--- src/rtl/rcc_ker_clk_en_gen_pkg.sv ---
`default_nettype none
// ============================================================================
// Module  : rcc_ker_clk_pkg
// Brief   : Shared types and constants for the kernel clock-enable generator.
// Revision: 1.0 - initial release
// ============================================================================
package rcc_ker_clk_pkg;

    localparam int STATE_W = 2;

    typedef enum logic [STATE_W-1:0] {
        ST_OFF   = 2'd0,
        ST_RUN   = 2'd1,
        ST_DRAIN = 2'd2
    } ch_state_e;

    // Shortest legal period; divisor values 0 and 1 are clamped up to this.
    localparam int DIV_MIN = 2;

endpackage : rcc_ker_clk_pkg
`default_nettype wire

--- src/rtl/rcc_ker_clk_en_gen_if.sv ---
`default_nettype none
// ============================================================================
// Module  : rcc_ker_clk_en_gen_if
// Brief   : Control/status bundle between a clock-control master and the
//           kernel clock-enable generator.
// Revision: 1.0 - initial release
// ============================================================================
interface rcc_ker_clk_en_gen_if #(
    parameter int CH_NUM   = 2,
    parameter int CORE_NUM = 2,
    parameter int DIV_W    = 6
);
    logic [CORE_NUM-1:0]        core_sleep;
    logic [CORE_NUM-1:0]        core_deepsleep;
    logic [CH_NUM*CORE_NUM-1:0] ch_en;
    logic [CH_NUM*CORE_NUM-1:0] ch_lpen;
    logic [CH_NUM*DIV_W-1:0]    div_fast;
    logic [CH_NUM*DIV_W-1:0]    div_slow;
    logic [CH_NUM-1:0]          speed_sel;
    logic [CH_NUM-1:0]          ch_div_clk;
    logic [CH_NUM-1:0]          ch_tick;
    logic [CH_NUM-1:0]          ch_active;
    logic [CH_NUM-1:0]          ch_switch_busy;

    modport master (
        output core_sleep, core_deepsleep, ch_en, ch_lpen,
               div_fast, div_slow, speed_sel,
        input  ch_div_clk, ch_tick, ch_active, ch_switch_busy
    );

    modport slave (
        input  core_sleep, core_deepsleep, ch_en, ch_lpen,
               div_fast, div_slow, speed_sel,
        output ch_div_clk, ch_tick, ch_active, ch_switch_busy
    );
endinterface : rcc_ker_clk_en_gen_if
`default_nettype wire

--- src/rtl/rcc_ker_clk_en_gen_div_ch.sv ---
`default_nettype none
// ============================================================================
// Module  : rcc_ker_clk_div_ch
// Brief   : One kernel-clock channel: OFF/RUN/DRAIN FSM, period counter,
//           boundary-synchronous divisor reload and registered outputs.
// Revision: 1.0 - initial release
// ============================================================================
module rcc_ker_clk_div_ch
    import rcc_ker_clk_pkg::*;
#(
    parameter int DIV_W = 6
) (
    input  wire             clk,
    input  wire             rst,
    input  wire             i_req,
    input  wire [DIV_W-1:0] i_sel_div,
    output logic            o_div_clk,
    output logic            o_tick,
    output logic            o_active,
    output logic            o_busy
);

    localparam logic [DIV_W-1:0] C_DIV_MIN = DIV_W'(DIV_MIN);
    localparam logic [DIV_W-1:0] C_ONE     = DIV_W'(1);

    ch_state_e        r_state_q, w_state_d;
    logic [DIV_W-1:0] r_cnt_q, w_cnt_d;
    logic [DIV_W-1:0] r_cur_div_q, w_cur_div_d;
    logic [DIV_W-1:0] w_sel_clamped;
    logic             r_div_clk_q, w_div_clk_d;
    logic             r_tick_q, w_tick_d;
    logic             r_busy_q, w_busy_d;
    logic             w_boundary;
    logic             w_running_d;

    assign w_sel_clamped = (i_sel_div < C_DIV_MIN) ? C_DIV_MIN : i_sel_div;
    assign w_boundary    = (r_cnt_q == (r_cur_div_q - C_ONE));

    always_ff @(posedge clk) begin
        if (rst) begin
            r_state_q   <= ST_OFF;
            r_cnt_q     <= '0;
            r_cur_div_q <= C_DIV_MIN;
            r_div_clk_q <= 1'b0;
            r_tick_q    <= 1'b0;
            r_busy_q    <= 1'b0;
        end else begin
            r_state_q   <= w_state_d;
            r_cnt_q     <= w_cnt_d;
            r_cur_div_q <= w_cur_div_d;
            r_div_clk_q <= w_div_clk_d;
            r_tick_q    <= w_tick_d;
            r_busy_q    <= w_busy_d;
        end
    end

    // A returning request in DRAIN takes priority over the boundary shutdown.
    always_comb begin
        w_state_d = r_state_q;
        case (r_state_q)
            ST_OFF:   if (i_req)           w_state_d = ST_RUN;
            ST_RUN:   if (!i_req)          w_state_d = ST_DRAIN;
            ST_DRAIN: if (i_req)           w_state_d = ST_RUN;
                      else if (w_boundary) w_state_d = ST_OFF;
            default:                       w_state_d = ST_OFF;
        endcase
    end

    // Outputs are computed from next-state values so the registered copies
    // line up with the counter phase they describe.
    always_comb begin
        w_cnt_d     = r_cnt_q;
        w_cur_div_d = r_cur_div_q;
        w_running_d = (w_state_d != ST_OFF);
        if (r_state_q == ST_OFF) begin
            w_cnt_d = '0;
            if (i_req) w_cur_div_d = w_sel_clamped;
        end else if (w_boundary) begin
            w_cnt_d     = '0;
            w_cur_div_d = w_sel_clamped;
        end else begin
            w_cnt_d = r_cnt_q + C_ONE;
        end
        w_div_clk_d = w_running_d && (w_cnt_d < (w_cur_div_d >> 1));
        w_tick_d    = w_running_d && (w_cnt_d == '0);
        w_busy_d    = w_running_d && (w_sel_clamped != w_cur_div_d);
    end

    assign o_div_clk = r_div_clk_q;
    assign o_tick    = r_tick_q;
    assign o_busy    = r_busy_q;
    assign o_active  = (r_state_q != ST_OFF);

endmodule : rcc_ker_clk_div_ch
`default_nettype wire

--- src/rtl/rcc_ker_clk_en_gen.sv ---
`default_nettype none
// ============================================================================
// Module  : rcc_ker_clk_en_gen
// Brief   : Kernel clock-enable generator: per-channel core voting and
//           divisor selection feeding independent divider channels.
// Revision: 1.0 - initial release
// ============================================================================
module rcc_ker_clk_en_gen
    import rcc_ker_clk_pkg::*;
#(
    parameter int CH_NUM   = 2,
    parameter int CORE_NUM = 2,
    parameter int DIV_W    = 6
) (
    input  wire                  clk_in,
    input  wire                  sys_rst,
    rcc_ker_clk_en_gen_if.slave  bus
);

    logic [CH_NUM-1:0] w_div_clk;
    logic [CH_NUM-1:0] w_tick;
    logic [CH_NUM-1:0] w_active;
    logic [CH_NUM-1:0] w_busy;

    for (genvar c = 0; c < CH_NUM; c++) begin : g_ch
        logic [CORE_NUM-1:0] w_vote;
        logic [DIV_W-1:0]    w_sel_div;

        // A core keeps the channel alive unless it is asleep without
        // low-power enable, or in deepsleep regardless of lpen.
        for (genvar k = 0; k < CORE_NUM; k++) begin : g_core
            assign w_vote[k] = bus.ch_en[c*CORE_NUM+k]
                             & (~bus.core_sleep[k] | bus.ch_lpen[c*CORE_NUM+k])
                             & ~bus.core_deepsleep[k];
        end

        assign w_sel_div = bus.speed_sel[c] ? bus.div_fast[c*DIV_W +: DIV_W]
                                            : bus.div_slow[c*DIV_W +: DIV_W];

        rcc_ker_clk_div_ch #(
            .DIV_W (DIV_W)
        ) u_div_ch (
            .clk       (clk_in),
            .rst       (sys_rst),
            .i_req     (|w_vote),
            .i_sel_div (w_sel_div),
            .o_div_clk (w_div_clk[c]),
            .o_tick    (w_tick[c]),
            .o_active  (w_active[c]),
            .o_busy    (w_busy[c])
        );
    end

    assign bus.ch_div_clk     = w_div_clk;
    assign bus.ch_tick        = w_tick;
    assign bus.ch_active      = w_active;
    assign bus.ch_switch_busy = w_busy;

endmodule : rcc_ker_clk_en_gen
`default_nettype wire

--- src/flat_wrapper.sv ---
// flat-port wrapper written by rule: the top's interface ports become plain ports
module rcc_ker_clk_en_gen_flat import rcc_ker_clk_pkg::*;
#(
    parameter int CH_NUM   = 2,
    parameter int CORE_NUM = 2,
    parameter int DIV_W    = 6
)
  (clk_in, sys_rst, bus_core_sleep, bus_core_deepsleep, bus_ch_en, bus_ch_lpen, bus_div_fast, bus_div_slow, bus_speed_sel, bus_ch_div_clk, bus_ch_tick, bus_ch_active, bus_ch_switch_busy);
  rcc_ker_clk_en_gen_if #(.CH_NUM(CH_NUM), .CORE_NUM(CORE_NUM), .DIV_W(DIV_W)) bus_i ();
  input  wire clk_in;
  input  wire sys_rst;
  input wire logic [$bits(bus_i.core_sleep)-1:0] bus_core_sleep;
  input wire logic [$bits(bus_i.core_deepsleep)-1:0] bus_core_deepsleep;
  input wire logic [$bits(bus_i.ch_en)-1:0] bus_ch_en;
  input wire logic [$bits(bus_i.ch_lpen)-1:0] bus_ch_lpen;
  input wire logic [$bits(bus_i.div_fast)-1:0] bus_div_fast;
  input wire logic [$bits(bus_i.div_slow)-1:0] bus_div_slow;
  input wire logic [$bits(bus_i.speed_sel)-1:0] bus_speed_sel;
  output wire logic [$bits(bus_i.ch_div_clk)-1:0] bus_ch_div_clk;
  output wire logic [$bits(bus_i.ch_tick)-1:0] bus_ch_tick;
  output wire logic [$bits(bus_i.ch_active)-1:0] bus_ch_active;
  output wire logic [$bits(bus_i.ch_switch_busy)-1:0] bus_ch_switch_busy;
  assign bus_i.core_sleep = bus_core_sleep;
  assign bus_i.core_deepsleep = bus_core_deepsleep;
  assign bus_i.ch_en = bus_ch_en;
  assign bus_i.ch_lpen = bus_ch_lpen;
  assign bus_i.div_fast = bus_div_fast;
  assign bus_i.div_slow = bus_div_slow;
  assign bus_i.speed_sel = bus_speed_sel;
  assign bus_ch_div_clk = bus_i.ch_div_clk;
  assign bus_ch_tick = bus_i.ch_tick;
  assign bus_ch_active = bus_i.ch_active;
  assign bus_ch_switch_busy = bus_i.ch_switch_busy;
  rcc_ker_clk_en_gen #(.CH_NUM(CH_NUM), .CORE_NUM(CORE_NUM), .DIV_W(DIV_W)) u_core (.clk_in(clk_in), .sys_rst(sys_rst), .bus(bus_i));
endmodule
--- config.mk ---
export PLATFORM = sky130hd
export DESIGN_NAME = rcc_ker_clk_en_gen_flat
export DESIGN_NICKNAME = d
export VERILOG_FILES = /design/src/rtl/rcc_ker_clk_en_gen_pkg.sv /design/src/rtl/rcc_ker_clk_en_gen_if.sv /design/src/rtl/rcc_ker_clk_en_gen_div_ch.sv /design/src/rtl/rcc_ker_clk_en_gen.sv /design/src/flat_wrapper.sv
export SDC_FILE = /design/constraint.sdc
export NUM_CORES = 1
export LEC_CHECK = 0
export ABC_AREA = 1
export CAP_MARGIN = 20
export CORE_UTILIZATION = 35
export DETAILED_ROUTE_END_ITERATION = 12
export PLACE_DENSITY = 0.55
export SKIP_CTS_REPAIR_TIMING = 1
export SYNTH_ARGS = -nofsm -noshare
export SYNTH_HDL_FRONTEND = slang
export SYNTH_SLANG_ARGS = --single-unit
--- constraint.sdc ---
create_clock -name clk_in -period 4.2 [get_ports clk_in]
set_clock_uncertainty 0.15 [all_clocks]
set_input_delay 0.84 -clock clk_in [delete_from_list [all_inputs] [get_ports clk_in]]
set_output_delay 0.84 -clock clk_in [all_outputs]
set_load 0.05 [all_outputs]
## Word level (Yosys, flattened, before mapping)

Cells that the tools add are included.

| cells by class | value |
|---|---|
| $add $sub $neg | 4 |
| reduce and logical (&&, ||, !) cells | 16 |
| multiplexer cells | 24 |
| equal/unequal tests | 8 |
| bitwise gates (word level) | 16 |
| order comparisons | 4 |

Operators by type and width:

| cell | number |
|---|---|
| $mux 6 | 14 |
| $mux 2 | 8 |
| $add 6x1->6 const B | 2 |
| $eq 6x6->1 | 2 |
| $logic_not 6->1 | 2 |
| $lt 6x2->1 const B | 2 |
| $lt 6x5->1 | 2 |
| $ne 6x6->1 | 2 |
| $pmux 2 s3 | 2 |
| $sub 6x1->6 const B | 2 |
| $and 1x1->1 | 8 |
| $reduce_bool 2->1 | 4 |
| $logic_and 1x1->1 | 6 |
| $eq 2x1->1 const B | 2 |
| $eq 2x2->1 const B | 2 |
| $logic_not 2->1 | 2 |
| $not 1->1 | 4 |
| $or 1x1->1 | 4 |
| $reduce_or 2->1 | 2 |

| word-level totals | value |
|---|---|
| word-level logic and storage cells | 84 |
| output and inout bits | 8 |
| bits of input ports | 40 |
| register bits after elaboration | 34 |

## Depth between registers and ports, before layout

| logic depth | value |
|---|---|
| depth after elaboration | 9 |
| depth in mapped cells | 19 |
| mapped depth without buffers | 19 |

## Cells and area by module

A second synthesis with hierarchy kept.

| unflattened totals | value |
|---|---|
| cells, all modules | 540 |
| area, all modules | 3134.3 µm² |

Modules (own cells, without submodules):

| module | area each (µm²) | cells each | instances | sequential area each (µm²) |
|---|---|---|---|---|
| rcc_ker_clk_div_ch at u_core.g_ch[0].u_div_ch | 1462.7 | 248 | 1 | 340.3 |
| rcc_ker_clk_div_ch at u_core.g_ch[1].u_div_ch | 1408.9 | 232 | 1 | 340.3 |
| rcc_ker_clk_en_gen | 262.8 | 60 | 1 | 0.0 |

## Worst setup path before layout

OpenSTA, ideal clock, no wires.

| path | value |
|---|---|
| kind | input-to-reg |
| start point | in bus_core_sleep[0] |
| end point | reg u_core.g_ch[0].u_div_ch.r_div_clk_q |
| stages on the path | 12 |
| setup slack | 1.633 ns |
| buffers on the path | 1 |
| required time | 3.985 ns |
| library setup time | 0.065 ns |
| arrival time | 2.352 ns |
| path through | inv_1 o211ai_1 nand2_1 clkbuf_1 o211ai_1 nand2_2 ha_1 a21oi_1 o21ai_1 inv_1 nand3_1 nor2_1 |

| on the way | value |
|---|---|
| longest elaborated chain between the ends | 9 |
| elaborated cells between the ends (all ways) | 14 |
| those cells by class | 1 x order compare; 6 x mux; 4 x bitwise; 3 x reduce/logical |

Ends and longest elaborated chain:

| element | line | RTL |
|---|---|---|
| start: declaration | flat_wrapper.sv:12 | `input wire logic [$bits(bus_i.core_sleep)-1:0] bus_core_sleep;` |
| $not 1->1 (*) | rcc_ker_clk_en_gen.sv:33 | `& (~bus.core_sleep[k] \| bus.ch_lpen[c*CORE_NUM+k])` |
| $or 1x1->1 (*) | rcc_ker_clk_en_gen.sv:33 |  |
| $and 1x1->1 (*) | rcc_ker_clk_en_gen.sv:33 |  |
| $and 1x1->1 (*) | rcc_ker_clk_en_gen.sv:34 | `& ~bus.core_deepsleep[k];` |
| $reduce_or 2->1 (*) | rcc_ker_clk_en_gen.sv:45 | `.i_req (\|w_vote),` |
| $mux 6, or another cell as far along | rcc_ker_clk_en_gen_div_ch.sv:77 | `if (i_req) w_cur_div_d = w_sel_clamped;` |
| $mux 6 / $pmux 2 s3 (equally long branches) | rcc_ker_clk_en_gen_div_ch.sv:75, rcc_ker_clk_en_gen_div_ch.sv:60 |  |
| $lt 6x5->1 / $reduce_bool 2->1 (equally long branches) | rcc_ker_clk_en_gen_div_ch.sv:84, rcc_ker_clk_en_gen_div_ch.sv:74 |  |
| $logic_and 1x1->1 (*) | rcc_ker_clk_en_gen_div_ch.sv:84 | `w_div_clk_d = w_running_d && (w_cnt_d < (w_cur_div_d >> 1));` |
| end signal: assignment | rcc_ker_clk_en_gen_div_ch.sv:51 | `r_div_clk_q <= w_div_clk_d;` |
| end: declaration | rcc_ker_clk_en_gen_div_ch.sv:30 | `logic r_div_clk_q, w_div_clk_d;` |

Mark *: on every way between the ends. The rest lies on a longest branch, timed or not.
A chain may end at the register's enable or synchronous reset.

## Worst setup path after layout

| path | value |
|---|---|
| start point | reg u_core.g_ch[1].u_div_ch.r_cur_div_q[0] |
| end point | reg u_core.g_ch[1].u_div_ch.r_div_clk_q |

| on the way | value |
|---|---|
| elaborated cells between the ends (all ways) | 12 |
| those cells by class | 1 x add/sub; 1 x order compare; 1 x eq/ne; 7 x mux; 2 x reduce/logical |

RTL lines:

| element | line | RTL |
|---|---|---|
| start: declaration | rcc_ker_clk_en_gen_div_ch.sv:28 | `logic [DIV_W-1:0] r_cur_div_q, w_cur_div_d;` |
| start signal: assignment | rcc_ker_clk_en_gen_div_ch.sv:50 | `r_cur_div_q <= w_cur_div_d;` |
| $sub 6x1->6 | rcc_ker_clk_en_gen_div_ch.sv:37 | `assign w_boundary = (r_cnt_q == (r_cur_div_q - C_ONE));` |
| $eq 6x6->1 | rcc_ker_clk_en_gen_div_ch.sv:37 |  |
| $mux 6 | rcc_ker_clk_en_gen_div_ch.sv:78 | `end else if (w_boundary) begin` |
| $mux 6 | rcc_ker_clk_en_gen_div_ch.sv:75 | `if (r_state_q == ST_OFF) begin` |
| named net u_core.g_ch[1].u_div_ch.w_cnt_d[3] | rcc_ker_clk_en_gen_div_ch.sv:27 | `logic [DIV_W-1:0] r_cnt_q, w_cnt_d;` |
| $lt 6x5->1 | rcc_ker_clk_en_gen_div_ch.sv:84 |  |
| $logic_and 1x1->1 | rcc_ker_clk_en_gen_div_ch.sv:84 |  |
| end signal: assignment | rcc_ker_clk_en_gen_div_ch.sv:51 |  |
| end: declaration | rcc_ker_clk_en_gen_div_ch.sv:30 |  |

The timed path passes the listed nets, and every way through them passes these cells.

==> metrics.txt <==
status=completed; crit path DAT=approximately 3.2 ns; critical path type=flip-flop to flip-flop; TritonCTS buffer count=5; cell area power density=296 nW/um^2; synth unique cells=33; period utilisation layout=between 70% and 80%; Post-DRT Antenna Nets=0; final hold vios=0; DRC Markers=0; worst-path cell chain=inv_2 -> ha_1 -> xnor2_1 -> nor2_1 -> nand3_2 -> nor2_4 -> nor2_2 -> inv_1 -> nor2_1 -> ha_1 -> a21oi_1 -> o21ai_0 -> inv_1 -> nand3_1 -> nor2_1; # clock sinks=34; first-pass GRT wire length=roughly 14000 um; Clock Latency Late Sink=about 0.29 ns; Finished Core Util=between 40 and 50%; Vert. Die Dim=around 96 um; Final setup viols=0; CP top delay family=simple AND/OR/NAND/NOR gates; Warnings, synthesis=0; area growth from synthesis to layout=19.1%; VDD IR max=0.000140 V; Slew @ Worst Pin=0.676 ns; final-report max-slew violation count=0; post-synthesis net count=~600; layout cells sized above 1=around 4.9%; Synth Flop Type=dfxtp_1; initial core utilization=37.0%; Worst R2R Setup Slack=between 1 and 1.5 ns; GRT Util Overall=between 10% and 20%; total vias in the final route=approximately 3.4k; smallest setup slack after layout=1.04 ns; CP Max Fanout=14; Post-Syn Instances=550; Startpoint Class=flip-flop; Design Power=~0.0011 W; post-synthesis register bit count=34; max_cap viols=0; CP max stage delay=about 0.47 ns; core area=roughly 8400 um^2; post-synthesis sequential area ratio=21.9%; Buf/Inv on CP=3; CP max-delay cell=dfxtp_1; DRT iter0 DRCs=~160; Avg Cell Area, Syn=roughly 5.6 um^2; Final TNS setup=0 ns; H-Tree Level Count=2; deepest clock path buffer count=2; Antenna diodes=0; Hold Path Class=flip-flop to flip-flop; GP Congestion=0.870; Req. time, crit path=roughly 4.3 ns; antenna violations before repair=0; fin nets=~640; CP endpoint kind=flip-flop; DIE WIDTH=~96 um; Worst Setup SP=u_core.g_ch[1].u_div_ch.r_cur_div_q[0]; placed cell areas=roughly 3600 um^2; Ports=48; static leakage=about 1.8 nW; Clock Root Buffer=clkbuf_8; die area=about 9200 um^2; Design Area, Final=between 3000 and 4000 um^2; HPWL Detailed=6730 um; RSZ-0062 raised after global routing=false; global route overflow=0; Post-synth EDFFs=0; std cell rows=33; Vias per Instance=between 4 and 5; CTS tree=done; cell mode on critical path=nor2_1; drt wl/cell=between 10 and 15 um; largest net degree at the start of global routing=20; Fmax=0.316 GHz; async set or reset register ratio after synthesis=0%; synthesized cell area=3100 um^2; Worst R2R Start=u_core.g_ch[1].u_div_ch.r_cur_div_q[0]; vias in the first global route=roughly 3.1k; post-route minimum period=~3.2 ns; Post-Route WL=between 8000 and 9000 um; clock slew at reported path FFs=about 0.08 ns; min-delay src=u_core.g_ch[1].u_div_ch.r_state_q[1]; number of port buffers=47; slew margin rel.=54.8%; Pre-Repair DR Iteration Count=5; dpl ws=~0.84 ns
worst register-to-register path: stages (launching register included):
cell     delay (ns)
dfxtp_1        0.47
inv_2          0.11
ha_1           0.33
xnor2_1        0.13
nor2_1         0.14
nand3_2        0.28
nor2_4         0.38
nor2_2         0.15
inv_1          0.12
nor2_1         0.08
ha_1           0.31
a21oi_1        0.12
o21ai_0        0.09
inv_1          0.06
nand3_1        0.07
nor2_1         0.10
cells in the mapped netlist (5+ instances only):
| master | number | area share [%] |
|---|---|---|
| ha_1 | 12 | 4.8 |
| nand2_1 | 169 | 20 |
| nor2_1 | 64 | 7.7 |
| o211ai_1 | 12 | 2.9 |
| inv_2 | 7 | 0.85 |
| a21oi_1 | 5 | 0.81 |
| o21ai_0 | 35 | 5.6 |
| nand3_1 | 79 | 13 |
| clkbuf_1 | 7 | 0.85 |
| inv_1 | 68 | 8.2 |
| o21ai_1 | 10 | 1.6 |
| buf_4 | 9 | 2.2 |
| dfxtp_1 | 34 | 22 |
cell type report:
| type | count | area, um^2 |
|---|---|---|
| Clock buffer | 7 | 86.3 |
| Clock inverter | 1 | 5.00 |
| Fill cell | 893 | 4690 |
| Inverter | 76 | 285 |
| Multi-Input combinational cell | 419 | 2010 |
| Sequential cell | 34 | 681 |
| Tap cell | 105 | 131 |
| Timing Repair Buffer | 50 | 493 |
worst paths after layout:
kind / end / cells past startpoint
worst max-delay path: u_core.g_ch[1].u_div_ch.o_div_clk / 15
worst min-delay path: u_core.g_ch[1].u_div_ch.r_state_q[0] / 3
worst max register to register: u_core.g_ch[1].u_div_ch.o_div_clk / 15
worst min register to register: u_core.g_ch[1].u_div_ch.r_state_q[0] / 3
metrics by stage:
step	hold slack, ns	cells
final	0.442	692
after global routing	0.515	692
after CTS	0.445	692
after detailed placement	0.432	684
after global placement	0.436	684
after floorplan	0.381	550
kinds of logic after synthesis:
logic type / count (synthesis) / synth area share (%)
and+or+nand+nor: 334 / 46.2
xor gates and xnor gates: 8 / 2.26
AOI/OAI and AO/OA: 65 / 11.6
adders and majority gates: 12 / 4.84
DFF: 34 / 21.9
buffers and inverters: 97 / 13.2
layer usage:
metal,track usage (%),vias to the layer above,wire length [um]
met1,29.7,1497,4450
met5,0,-,0
met3,2.76,4,632
li1,-,1822,-
met2,29.5,92,3500
met4,5.22,0,56
cell usage in the layout (no fill, tap or decap):
master / synthesis / routed
clkbuf_1: 7 / 1
nand3_4: 1 / 1
o21ai_0: 35 / 35
o22ai_1: 1 / 1
inv_2: 7 / 7
inv_1: 68 / 68
o211ai_1: 12 / 12
or2_1: 2 / 2
clkdlybuf4s50_1: 0 / 47
nand2_1: 169 / 169
o21ai_1: 10 / 10
nand2_2: 4 / 4
nor3_1: 3 / 3
xor2_1: 4 / 4
ha_1: 12 / 12
xnor2_1: 4 / 4
nor2_2: 2 / 2
clkinv_1: 1 / 1
clkbuf_8: 0 / 6
nor4_1: 1 / 1
nor2_1: 64 / 64
dfxtp_1: 34 / 34
buf_4: 9 / 3
nand3b_1: 2 / 2
nand3_2: 2 / 2
nand4_1: 2 / 2
clkinv_2: 0 / 1
a21oi_1: 5 / 5
nand3_1: 79 / 79
nor2_4: 2 / 2
or2_2: 1 / 1
a31oi_1: 2 / 2
registers in the layout (all words and copies together), names as in the netlist:
name,count
u_core.g_ch.u_div_ch.o_tick,2
u_core.g_ch.u_div_ch.o_busy,2
u_core.g_ch.u_div_ch.r_cnt_q,12
u_core.g_ch.u_div_ch.o_div_clk,2
u_core.g_ch.u_div_ch.r_state_q,4
u_core.g_ch.u_div_ch.r_cur_div_q,12
power by group:
| part | internal [W] | switching [W] | total [W] |
|---|---|---|---|
| sequential | 0.000346 | 0.0000250 | 0.000371 |
| clock | 0.000133 | 0.000131 | 0.000263 |
| combinational | 0.000166 | 0.000294 | 0.000461 |
| total | 0.000645 | 0.000450 | 0.00109 |
(Power assumes the default switching activity.)
